--- src/rtl/multicycle_alu.sv ---
// multicycle_alu: single-cycle ADD/SUB/CMP/logic ops plus an iterative shift-add multiplier,
// start/busy/done handshake and zero/carry/sticky-compare status flags.
`default_nettype none

module multicycle_alu #(
  parameter int WIDTH      = 16,
  parameter int MUL_STEP   = 1,
  parameter int SIGNED_CMP = 1
) (
  input  logic             clk,
  input  logic             resetN,
  input  logic             start,
  input  logic [2:0]       aluOp,
  input  logic [WIDTH-1:0] srcA,
  input  logic [WIDTH-1:0] srcB,
  input  logic             flagClr,
  output logic             busy,
  output logic             done,
  output logic [WIDTH-1:0] aluOut,
  output logic             zeroFlag,
  output logic             carryFlag,
  output logic             ltFlag,
  output logic             eqFlag
);

  localparam int c_STEPS = (MUL_STEP > 0) ? WIDTH / MUL_STEP : 1;
  localparam int c_CW    = (c_STEPS > 1) ? $clog2(c_STEPS) : 1;

  localparam logic [2:0] c_OP_ADD   = 3'b000;
  localparam logic [2:0] c_OP_SUB   = 3'b001;
  localparam logic [2:0] c_OP_MUL   = 3'b010;
  localparam logic [2:0] c_OP_CMP   = 3'b011;
  localparam logic [2:0] c_OP_AND   = 3'b100;
  localparam logic [2:0] c_OP_OR    = 3'b101;
  localparam logic [2:0] c_OP_XOR   = 3'b110;
  localparam logic [2:0] c_OP_PASSB = 3'b111;

  generate
    if (WIDTH < 4 || MUL_STEP < 1 || (WIDTH % MUL_STEP) != 0) begin : g_bad_param
      $error("multicycle_alu: WIDTH must be >= 4 and divisible by MUL_STEP");
    end
  endgenerate

  typedef enum logic [0:0] {S_IDLE = 1'b0, S_MUL = 1'b1} state_t;

  state_t           r_state;
  logic [WIDTH-1:0] r_mcand;
  logic [WIDTH-1:0] r_mplier;
  logic [WIDTH-1:0] r_acc;
  logic [c_CW-1:0]  r_cnt;
  logic             r_busy;
  logic             r_done;
  logic [WIDTH-1:0] r_out;
  logic             r_zero;
  logic             r_carry;
  logic             r_lt;
  logic             r_eq;

  logic [WIDTH:0]   w_add;
  logic [WIDTH:0]   w_sub;
  logic             w_ovf;
  logic             w_lt;
  logic [WIDTH-1:0] w_res;
  logic             w_carry;
  logic [WIDTH-1:0] w_pp;
  logic [WIDTH-1:0] w_acc_next;
  logic             w_last;

  assign w_add = {1'b0, srcA} + {1'b0, srcB};
  assign w_sub = {1'b0, srcA} + {1'b0, ~srcB} + {{WIDTH{1'b0}}, 1'b1};
  // Signed less-than stays correct when the difference overflows.
  assign w_ovf = (srcA[WIDTH-1] ^ srcB[WIDTH-1]) & (w_sub[WIDTH-1] ^ srcA[WIDTH-1]);
  assign w_lt  = (SIGNED_CMP != 0) ? (w_sub[WIDTH-1] ^ w_ovf) : ~w_sub[WIDTH];

  always_comb begin
    w_res   = '0;
    w_carry = 1'b0;
    case (aluOp)
      c_OP_ADD:           begin w_res = w_add[WIDTH-1:0]; w_carry = w_add[WIDTH]; end
      c_OP_SUB, c_OP_CMP: begin w_res = w_sub[WIDTH-1:0]; w_carry = w_sub[WIDTH]; end
      c_OP_AND:           w_res = srcA & srcB;
      c_OP_OR:            w_res = srcA | srcB;
      c_OP_XOR:           w_res = srcA ^ srcB;
      c_OP_PASSB:         w_res = srcB;
      default:            w_res = '0;
    endcase
  end

  always_comb begin
    w_pp = '0;
    for (int k = 0; k < MUL_STEP; k++) begin
      if (r_mplier[k]) w_pp = w_pp + (r_mcand << k);
    end
  end

  assign w_acc_next = r_acc + w_pp;
  assign w_last     = (r_cnt == c_CW'(c_STEPS - 1));

  always_ff @(posedge clk) begin
    if (!resetN) begin
      r_state  <= S_IDLE;
      r_mcand  <= '0;
      r_mplier <= '0;
      r_acc    <= '0;
      r_cnt    <= '0;
      r_busy   <= 1'b0;
      r_done   <= 1'b0;
      r_out    <= '0;
      r_zero   <= 1'b0;
      r_carry  <= 1'b0;
      r_lt     <= 1'b0;
      r_eq     <= 1'b0;
    end else begin
      r_done <= 1'b0;
      // A CMP completing at this edge overrides the clear below.
      if (flagClr) begin
        r_lt <= 1'b0;
        r_eq <= 1'b0;
      end
      case (r_state)
        S_IDLE: begin
          if (start) begin
            if (aluOp == c_OP_MUL) begin
              r_mcand  <= srcA;
              r_mplier <= srcB;
              r_acc    <= '0;
              r_cnt    <= '0;
              r_busy   <= 1'b1;
              r_state  <= S_MUL;
            end else begin
              r_out   <= w_res;
              r_zero  <= (w_res == '0);
              r_carry <= w_carry;
              r_done  <= 1'b1;
              if (aluOp == c_OP_CMP) begin
                r_lt <= w_lt;
                r_eq <= (w_sub[WIDTH-1:0] == '0);
              end
            end
          end
        end
        S_MUL: begin
          r_acc    <= w_acc_next;
          r_mcand  <= r_mcand << MUL_STEP;
          r_mplier <= r_mplier >> MUL_STEP;
          r_cnt    <= r_cnt + 1'b1;
          if (w_last) begin
            r_out   <= w_acc_next;
            r_zero  <= (w_acc_next == '0);
            r_carry <= 1'b0;
            r_done  <= 1'b1;
            r_busy  <= 1'b0;
            r_state <= S_IDLE;
          end
        end
        default: r_state <= S_IDLE;
      endcase
    end
  end

  assign busy      = r_busy;
  assign done      = r_done;
  assign aluOut    = r_out;
  assign zeroFlag  = r_zero;
  assign carryFlag = r_carry;
  assign ltFlag    = r_lt;
  assign eqFlag    = r_eq;

endmodule

`default_nettype wire

--- config.mk ---
export PLATFORM = sky130hd
export DESIGN_NAME = multicycle_alu
export DESIGN_NICKNAME = d
export VERILOG_FILES = /design/src/rtl/multicycle_alu.sv
export SDC_FILE = /design/constraint.sdc
export NUM_CORES = 1
export LEC_CHECK = 0
export CAP_MARGIN = 20
export CORE_UTILIZATION = 25
export DETAILED_ROUTE_END_ITERATION = 8
export GPL_TIMING_DRIVEN = 1
export PLACE_DENSITY_LB_ADDON = 0.08
export SYNTH_ARGS = -nofsm -noshare
export SYNTH_HDL_FRONTEND = slang
export SYNTH_SLANG_ARGS = --single-unit
--- constraint.sdc ---
create_clock -name clk -period 16.6 [get_ports clk]
set_clock_uncertainty 0.15 [all_clocks]
set_input_delay 4.98 -clock clk [delete_from_list [all_inputs] [get_ports clk]]
set_output_delay 4.98 -clock clk [all_outputs]
set_load 0.005 [all_outputs]
After elaboration in Yosys (flattened, before gate mapping)
Index checks and enable logic that the tools add are counted.
- memories: 0
- bits in registers: 75
- logic and storage cells: 94
- input bits: 39
- bits in latches: 0
- memory bits (writable): 0
- output and inout bits: 22
- memory bits (read-only): 0
- magnitude comparators: 0
- bitwise gates (word level): 9
- div/mod/pow operators: 0
- equality and inequality tests: 12
- shifts and indexed selects: 0
- $add $sub $neg: 5
- reductions and logical operators: 8
- muxes and demuxes: 48
- $mul: 0
- operators with widths (cell ; number):
    2-to-1 mux 16 bit ; 10
    case mux 16 bit (2 select lines) ; 4
    case mux 16 bit (6 select lines) ; 1
    zero test 16 bit ; 3
    adder 16 x 16 -> 17 bit ; 2
    2-to-1 mux 1 bit ; 24
    adder 17 x 1 -> 17 bit, second input constant ; 1
    adder 16 bit ; 1
    AND 16 bit ; 1
    NOT 16 bit ; 1
    OR 16 bit ; 1
    XOR 16 bit ; 1
    == test 3 bit, second input constant ; 4
    case mux 1 bit (2 select lines) ; 6
    2-to-1 mux 4 bit ; 2
    case mux 4 bit (2 select lines) ; 1
    == test 3 x 2 -> 1 bit, second input constant ; 2
    != test 2 bit, second input constant ; 3
    AND reduction 3 bit ; 2
    adder 4 x 1 -> 4 bit, second input constant ; 1
    == test 4 bit, second input constant ; 1
    == test 3 x 1 -> 1 bit, second input constant ; 1
    zero test 3 bit ; 1
    XOR 1 bit ; 3
    5 further kinds ; 5

Logic depth before layout (Yosys ltp)
Gate-level depths: netlist of run 1.
- word-level depth: 10
- mapped depth: 19
- gate-level depth less buffers: 18

Worst setup path after synthesis of run 1
No wires, ideal clock.
- path kind: input -> register
- start point: in srcA[1]
- end point: reg r_eq (netlist: eqFlag)
- path buffers: 0
- library setup time: 0.069 ns
- stages on the path: 18
- slack: 7.942 ns
- required time: 16.381 ns
- data arrival time: 8.439 ns
- path through: inv_1 -> ha_1 -> o21bai_1 -> a41oi_1 -> a2111o_1 -> and3_1 -> o41ai_2 -> a21oi_1 -> nor2_1 -> nor2_1 -> fa_1 -> nand4b_1 -> nor3_1 -> nand4_1 -> nor2_1 -> nand4_1 -> or4_1 -> o21ai_1
- cells in the longest elaborated chain, start to end: 7
- RTL lines (element ; line ; RTL):
    start, declared ; 14 ; input logic [WIDTH-1:0] srcA,
    adder 16 x 16 -> 17 bit ; 70 ; assign w_sub = {1'b0, srcA} + {1'b0, ~srcB} + {{WIDTH{1'b0}}, 1'b1};
    adder 17 x 1 -> 17 bit ; 70 ;
    zero test 16 bit ; 137 ; r_eq <= (w_sub[WIDTH-1:0] == '0);
    2-to-1 mux 1 bit ; 135 ; if (aluOp == c_OP_CMP) begin
    2-to-1 mux 1 bit ; 123 ; if (aluOp == c_OP_MUL) begin
    2-to-1 mux 1 bit ; 122 ; if (start) begin
    2-to-1 mux 1 bit ; 120 ; case (r_state)
    end signal, assigned ; 137 ;
    end, declared ; 57 ; logic r_eq;
Every way passes these cells.
A chain may end at the register's enable or synchronous reset.

Worst setup path after layout of run 1
Ends and elaborated chain as after synthesis.

==> results of run 1 <==
through the flow:
stage | utilization, % | instances | area [µm²] | total power [mW] | hold slack, ns
finish | 30.33 | 1162 | 7639 | 0.5708 | 0.3018
detailed placement | 29.01 | 1146 | 7306 | 0.3467 | 0.3001
floorplan | - | 795 | 6404 | 0.2891 | 0.2862
global route | 30.33 | 1162 | 7639 | 0.6017 | 0.3278
CTS | 30.33 | 1162 | 7639 | 0.5817 | 0.3095
global placement | 29.01 | 1146 | 7306 | 0.3467 | 0.2958
per-layer routing:
metal	GRT usage [%]	vias up
li1	-	2985
met1	22.50	2955
met2	29.85	112
met3	2.324	24
met4	5.832	0
met5	0	-
worst min path at each step:
stage / depth (start not counted) / start / to
2_1_floorplan: 2 / r_acc[10] / r_acc[10]
3_3_place_gp: 2 / aluOut[12] / aluOut[12]
3_5_place_dp: 2 / r_acc[9] / r_acc[9]
4_1_cts: 2 / aluOut[6] / aluOut[6]
5_1_grt: 2 / r_acc[9] / r_acc[9]
6_report: 2 / aluOut[2] / aluOut[2]
layout by cell type, fill, tap and decap left out, types with 5 or more instances in the layout:
cell	count
sky130_fd_sc_hd__xor2_1	7
sky130_fd_sc_hd__clkbuf_16	9
sky130_fd_sc_hd__a22oi_1	11
sky130_fd_sc_hd__a21oi_1	56
sky130_fd_sc_hd__clkdlybuf4s50_1	60
sky130_fd_sc_hd__nor3b_1	6
sky130_fd_sc_hd__nand4_1	8
sky130_fd_sc_hd__inv_1	57
sky130_fd_sc_hd__o22ai_1	5
sky130_fd_sc_hd__buf_4	10
sky130_fd_sc_hd__and2_1	19
sky130_fd_sc_hd__nand2_1	48
sky130_fd_sc_hd__a222oi_1	30
sky130_fd_sc_hd__ha_1	67
sky130_fd_sc_hd__nand2b_1	8
sky130_fd_sc_hd__and3_1	7
sky130_fd_sc_hd__nor2b_1	10
sky130_fd_sc_hd__o21a_1	9
sky130_fd_sc_hd__or3_1	5
sky130_fd_sc_hd__xnor2_1	24
sky130_fd_sc_hd__a21o_1	9
sky130_fd_sc_hd__dfxtp_1	74
sky130_fd_sc_hd__nor2_1	98
sky130_fd_sc_hd__mux2i_1	5
sky130_fd_sc_hd__o21ai_0	32
sky130_fd_sc_hd__a31oi_1	5
sky130_fd_sc_hd__o21bai_1	9
sky130_fd_sc_hd__nand3_1	16
sky130_fd_sc_hd__o211ai_1	7
sky130_fd_sc_hd__a211o_1	5
sky130_fd_sc_hd__a211oi_1	10
sky130_fd_sc_hd__nor3_1	11
sky130_fd_sc_hd__mux4_2	12
kinds of logic (layout without fill, tap and decap cells):
family | count (synthesis) | after routing | share of synthesized area [%]
adder cells (fa/ha/maj) | 71 | 71 | 14.34
AND/OR/NAND/NOR | 257 | 257 | 19.52
multiplexers | 18 | 18 | 5.178
flip-flops | 75 | 75 | 23.45
XOR/XNOR | 31 | 31 | 4.240
AO/OA/AOI/OAI | 235 | 235 | 26.63
buffers and inverters | 108 | 145 | 6.643
power by group:
part	switching, mW	leakage (nW)	total (mW)	internal [mW]
combinational	0.0884	2.37	0.152	0.0632
clock	0.0910	0.160	0.229	0.138
sequential	0.00429	0.610	0.190	0.186
state kept, by name, summed over array words and instances, names as in the netlist:
name and flops:
zeroFlag 1, r_cnt 4, r_state 1, done 1, r_acc 16, r_mcand 16, busy 1, eqFlag 1
carryFlag 1, aluOut 16, ltFlag 1, r_mplier 16
worst max-delay path: cells and delay by family:
family,cells,cell delay [ns]
AOI/OAI and AO/OA,6,1.61
and+or+nand+nor,9,1.40
adders and majority gates,2,0.88
buffers and inverters,2,0.71
final cells by class:
type | instances | area share, %
multi-input cells | 612 | 58.82
flip-flops and latches | 75 | 19.67
repair buffers | 70 | 8.845
well taps | 330 | 5.405
clock buffers | 10 | 3.129
inverters | 59 | 2.899
clock inverters | 6 | 1.229
==> metrics.md, run 1 <==
| Metric | Value |
|---|---|
| Starting Density | 25.43% |
| Most used standard cell by instance count after synthesis | sky130_fd_sc_hd__nor2_1 |
| Most repeated library cell on the critical path | sky130_fd_sc_hd__nor2_1 |
| Power per cell area | 74.72 mW/mm² |
| Maximum number of pins on one net before global-route repair | 61 |
| Maximum clock frequency | 105.9 MHz |
| Cells taking the most area after synthesis | sky130_fd_sc_hd__dfxtp_1 (23%), sky130_fd_sc_hd__ha_1 (13%), sky130_fd_sc_hd__nor2_1 (5.7%) |
| First-pass GRT wire length | 34930 µm |
| Area share of the largest cell type after synthesis | 23.45% |
| Worst reg2reg path endpoint | zeroFlag |
| Floorplan Core Area | 0.02518 mm² |
| Die W | 162.0 µm |
| Final Hold Viols | 0 |
| Vias per cell | 5.229 |
| Final setup slack of the worst path | 7.160 ns |
| Number of standard-cell rows in the floorplan | 58 |
| Cell depth of the worst flop-to-flop path | 12 |
| Slew margin rel. | 39.14% |
| Post-Syn Nets | 905 |
| Setup crit end kind | register |
| Start of the worst register-to-register path | r_mplier[0] |
| Filler cell count in the final layout | 2692 |
| Area growth from synthesis to layout | 19.28% |
| CTS Hold Buffers Added | 0 |
| Final worst-path cycle share | 56.87% |
| Final weighted congestion in routability-driven placement | 0.8449 |
| Crit path launch | srcA[1] |
| Routed wl met3 | 739 µm |
| Top_reg_cell synth | sky130_fd_sc_hd__dfxtp_1 |
| Vias in the first global route | 6171 |
| Buffer type at the clock tree root | sky130_fd_sc_hd__clkbuf_16 |
| CTS tree | built |
| Sum of routed wire segments on met1 | 10520 µm |
| Wire length reported by the detailed router | 22230 µm |
| DRT iter0 DRCs | 374 |
| Overall fraction of global-route tracks in use | 17.46% |
| Post-synth top cells | sky130_fd_sc_hd__nor2_1 (98), sky130_fd_sc_hd__dfxtp_1 (75), sky130_fd_sc_hd__ha_1 (67), sky130_fd_sc_hd__a21oi_1 (57), sky130_fd_sc_hd__inv_1 (57) |
| Post-synth ARST share | 0% |
| Distinct cell type count of the synthesized netlist | 74 |
| Largest fanout on the critical path | 4 |
| Outcome | completed |
| RSZ-0062 raised after global routing | false |
| Worst stage delay on the critical path | 0.56 ns |
| Aggregate negative setup slack | 0 ns |
| Worst setup path endpoint | eqFlag |
| Worst min path class | register to register |
| Number of nets still failing antenna checks after routing | 0 |
| Clock sinks | 75 |
| Worst IR drop on VDD | 0.05500 mV |
| Endpoint arrival time on the critical path | 9.58 ns |
| Worst R2R Setup Slack | 12.75 ns |
| Final HPWL DP | 16330 µm |
| Number of register bits inferred by synthesis | 75 |
| Detailed-route wire length per cell | 19.13 µm |
| Clock insertion delay at the later pin of the skew report | 0.35 ns |
| Number of maximum-capacitance constraint violations | 0 |
| Synth warn | 0 |
| Startpoint Class | primary input |
| Diodes inserted | 0 |
| Top-level I/O count | 61 |
| Worst EP required | 16.74 ns |
| Drt pass-1 iters | 5 |
| Clock-pin slew on the worst setup and hold paths | 0.06 ns |
| Mapped Cells | 795 |
| Highest signal layer in the routed design | met4 |
| Post-synthesis cell area | 0.006404 mm² |
| Number of H-tree levels | 3 |
| FF+latch area | 0.001503 mm² |
| Worst-Margin Slew | 0.9111 ns |
| Post-cts gate resize count | 0 |
| Post-synth EDFFs | 0 |
| P_leak | 3.140 nW |
| Number of buffer cells added on primary ports | 60 |
| Mean cell area of the mapped netlist | 8.055 µm² |
| WS Path Type | primary input to register |
| Multi-input logic area | 0.004493 mm² |
| Total Die Area | 0.02626 mm² |
| CP Cell Sequence | clkdlybuf4s50_1, inv_1, ha_1, o21bai_1, a41oi_1, a2111o_1, and3_1, o41ai_2, a21oi_1, nor2_1, nor2_1, fa_1, nand4b_1, nor3_1, nand4_1, nor2_1, nand4_1, or4_1, o21ai_1 |
| Number of clock buffers inserted by TritonCTS | 9 |
| Detail Route met2 WL | 10550 µm |
| Post-CTS repair timing setup buffer count | 0 |
| Master of the slowest instance on the critical path | sky130_fd_sc_hd__clkdlybuf4s50_1 |
| Number of vias in the routed layout | 6076 |
| Slew Viols, Final | 0 |
| Share of cells above drive strength 1 | 7.091% |
| Shortest clock period the worst path allows after layout | 9.440 ns |
| Share of the yosys chip area belonging to registers | 23.45% |
| Net count, final | 937 |
| Vert. Die Dim | 162.0 µm |
| DR DRC count | 0 |
| Library cell with the largest summed area after synthesis | sky130_fd_sc_hd__dfxtp_1 |
| Pre-CTS setup slack | 6.842 ns |
| Number of antenna violations at the first check in global routing | 0 |
| Gr ovfl total | 0 |
| Finish-stage setup viols | 0 |
| Maximum clock insertion buffer count | 2 |
Power figures use the tool's default switching activity.
==> run 2: changes to the inputs <==
==> constraint.sdc (replaced) <==
create_clock -name clk -period 9.7 [get_ports clk]
set_clock_uncertainty 0.15 [all_clocks]
set_input_delay 2.91 -clock clk [delete_from_list [all_inputs] [get_ports clk]]
set_output_delay 2.91 -clock clk [all_outputs]
set_load 0.005 [all_outputs]
==> run 2 against run 1 <==
Net effect: die area unchanged; register-to-register slack got worse by 6.9 ns; final area fell by 0.36%; routed wire length is 1.1% higher; first-iteration DRC count grew 44%; via count rose by 1.2%; hold slack better by 0.0015 ns; flip-flop and latch count is the same; final cell count about the same.
==> metrics.md, run 2 (synthesis results as in run 1) <==
| Metric | Value |
|---|---|
| Filler cell count in the final layout | 2695 (+0.11%) |
| Fin cells | 1163 (+0.086%) |
| Setup crit end kind | register |
| Largest fanout on the critical path | 4 (unchanged) |
| Vias per cell | 5.286 (+1.1%) |
| Maximum number of pins on one net before global-route repair | 56 (-8.2%) |
| Number of buffer cells added on primary ports | 60 (unchanged) |
| Final Hold Viols | 0 (unchanged) |
| Detailed-route wire length per cell | 19.32 µm (+0.98%) |
| Vert. Die Dim | 162.0 µm (unchanged) |
| RSZ-0062 raised after global routing | false |
| Shortest clock period the worst path allows after layout | 7.386 ns |
| Most common library cell in the layout ignoring fill and taps | sky130_fd_sc_hd__nor2_1 |
| Number of vias in the routed layout | 6148 (+1.2%) |
| Worst IR drop on VDD | 0.06794 mV (+24%) |
| Gr ovfl total | 0 (unchanged) |
| Clock insertion delay at the later pin of the skew report | 0.35 ns (about the same) |
| Clock sinks | 75 (unchanged) |
| Final HPWL DP | 16480 µm (+0.92%) |
| Worst R2R Setup Slack | 5.89 ns (-6.86 ns) |
| Clock-pin slew on the worst setup and hold paths | 0.07 ns (about the same) |
| Final worst-path cycle share | 76.15% |
| Instance count after placement with tap cells included | 1146 (unchanged) |
| Number of antenna violations at the first check in global routing | 0 (unchanged) |
| Die W | 162.0 µm (unchanged) |
| Cell depth of the worst flop-to-flop path | 12 (unchanged) |
| Number of standard-cell rows in the floorplan | 58 (unchanged) |
| Endpoint arrival time on the critical path | 7.51 ns (-2.07 ns) |
| Post-cts gate resize count | 0 (unchanged) |
| Worst reg2reg path endpoint | zeroFlag |
| Post-CTS repair timing setup buffer count | 0 (unchanged) |
| Number of maximum-capacitance constraint violations | 0 (unchanged) |
| Vias in the first global route | 6047 (-2.0%) |
| Drt pass-1 iters | 5 (unchanged) |
| Overall fraction of global-route tracks in use | 17.40% (-0.062 points) |
| Placed cell areas | 0.007306 mm² (unchanged) |
| P_leak | 3.125 nW (-0.48%) |
| Maximum clock frequency | 135.4 MHz |
| Starting Density | 25.43% (unchanged) |
| DR DRC count | 0 (unchanged) |
| Buffer type at the clock tree root | sky130_fd_sc_hd__clkbuf_16 |
| Slew margin rel. | 36.46% (-2.7 points) |
| Wire length reported by the detailed router | 22470 µm (+1.1%) |
| FF+latch area | 0.001503 mm² (unchanged) |
| Top-level I/O count | 61 (unchanged) |
| Multi-input logic area | 0.004493 mm² (unchanged) |
| WS Path Type | primary input to register |
| Maximum clock insertion buffer count | 2 (unchanged) |
| Min-Delay Endpoint | aluOut[12] |
| Net count, final | 937 (unchanged) |
| Sum of internal, switching and leakage power | 0.9515 mW (+67%) |
| Number of clock buffers inserted by TritonCTS | 9 (unchanged) |
| Total Die Area | 0.02626 mm² (unchanged) |
| Slew Viols, Final | 0 (unchanged) |
| First-pass GRT wire length | 34770 µm (-0.45%) |
| Worst min path class | register to register |
| CTS Hold Buffers Added | 0 (unchanged) |
| Floorplan Core Area | 0.02518 mm² (unchanged) |
| Worst hold path cell count | 2 (unchanged) |
| Post-route standard cell area excluding fillers | 0.007611 mm² (-0.36%) |
| Aggregate negative setup slack | 0 ns (unchanged) |
| Power per cell area | 125.0 mW/mm² (+67%) |
| Startpoint Class | primary input |
| Number of H-tree levels | 3 (unchanged) |
| Finish-stage setup viols | 0 (unchanged) |
| Share of cells above drive strength 1 | 7.091% (unchanged) |
| Worst-Margin Slew | 0.9511 ns (+0.04003 ns) |
| Area growth from synthesis to layout | 18.86% |
| Worst hold path startpoint | aluOut[12] |
| CTS tree | built |
| DRT iter0 DRCs | 540 (+44%) |
| Number of nets still failing antenna checks after routing | 0 (unchanged) |
| Outcome | completed |
| Worst EP required | 9.83 ns (-6.91 ns) |
| Top library cells by usage in the layout, fill and taps aside | sky130_fd_sc_hd__nor2_1 (98), sky130_fd_sc_hd__dfxtp_1 (74), sky130_fd_sc_hd__ha_1 (67) |
| Final weighted congestion in routability-driven placement | 0.8378 (-0.84%) |
| Start of the worst register-to-register path | r_mplier[0] |
-- run 2: cell type report --
| type | count | share of cell area, % |
|---|---|---|
| Multi-Input combinational cell | 612 | 59.03 |
| Sequential cell | 75 | 19.74 |
| Timing Repair Buffer | 70 | 8.877 |
| Tap cell | 330 | 5.425 |
| Clock buffer | 10 | 3.140 |
| Inverter | 59 | 2.910 |
| Clock inverter | 6 | 0.8384 |
| Antenna cell | 1 | 0.03288 |
-- run 2: worst max-delay path by stage --
stage | start | endpoint | cells past startpoint
global route | srcA[1] | eqFlag | 19
finish | srcA[1] | eqFlag | 19
detailed placement | srcA[1] | eqFlag | 19
floorplan | srcA[1] | eqFlag | 18
CTS | srcA[1] | eqFlag | 19
global placement | srcB[1] | eqFlag | 19
-- run 2: metrics by stage --
step / utilization [%] / setup slack, ns / hold WS, ns
CTS: 30.21 / 2.317 / 0.3067
global placement: 29.01 / 2.125 / 0.2937
finish: 30.22 / 2.314 / 0.3033
detailed placement: 29.01 / 1.996 / 0.2976
floorplan: - / 3.112 / 0.2862
global route: 30.21 / 2.040 / 0.3200
-- run 2: critical path, cell delays in order --
cell and delay, ns:
sky130_fd_sc_hd__clkdlybuf4s50_1 0.56, sky130_fd_sc_hd__inv_1 0.14, sky130_fd_sc_hd__ha_1 0.36, sky130_fd_sc_hd__o21bai_1 0.25, sky130_fd_sc_hd__a41oi_1 0.23, sky130_fd_sc_hd__a2111o_1 0.49, sky130_fd_sc_hd__and3_1 0.19, sky130_fd_sc_hd__o41ai_2 0.40
sky130_fd_sc_hd__a21oi_1 0.13, sky130_fd_sc_hd__nor2_1 0.11, sky130_fd_sc_hd__nor2_1 0.07, sky130_fd_sc_hd__fa_1 0.51, sky130_fd_sc_hd__nand4b_1 0.11, sky130_fd_sc_hd__nor3_1 0.22, sky130_fd_sc_hd__nand4_1 0.12, sky130_fd_sc_hd__nor2_1 0.11
sky130_fd_sc_hd__nand4_1 0.09, sky130_fd_sc_hd__or4_1 0.40, sky130_fd_sc_hd__o21ai_1 0.12
-- run 2: power by group --
part	switching [mW]	internal, mW	total, mW
clock	0.158	0.207	0.365
combinational	0.152	0.108	0.261
sequential	0.00757	0.319	0.326
-- run 2: layer usage --
layer  vias to the layer above  track usage [%]  share of wire, %
met5                         -                0                 0
met4                         0            5.875               2.3
met3                        28            1.788               3.4
met2                       142            29.34                47
met1                      3003            23.04                47
li1                       2975                -                 -
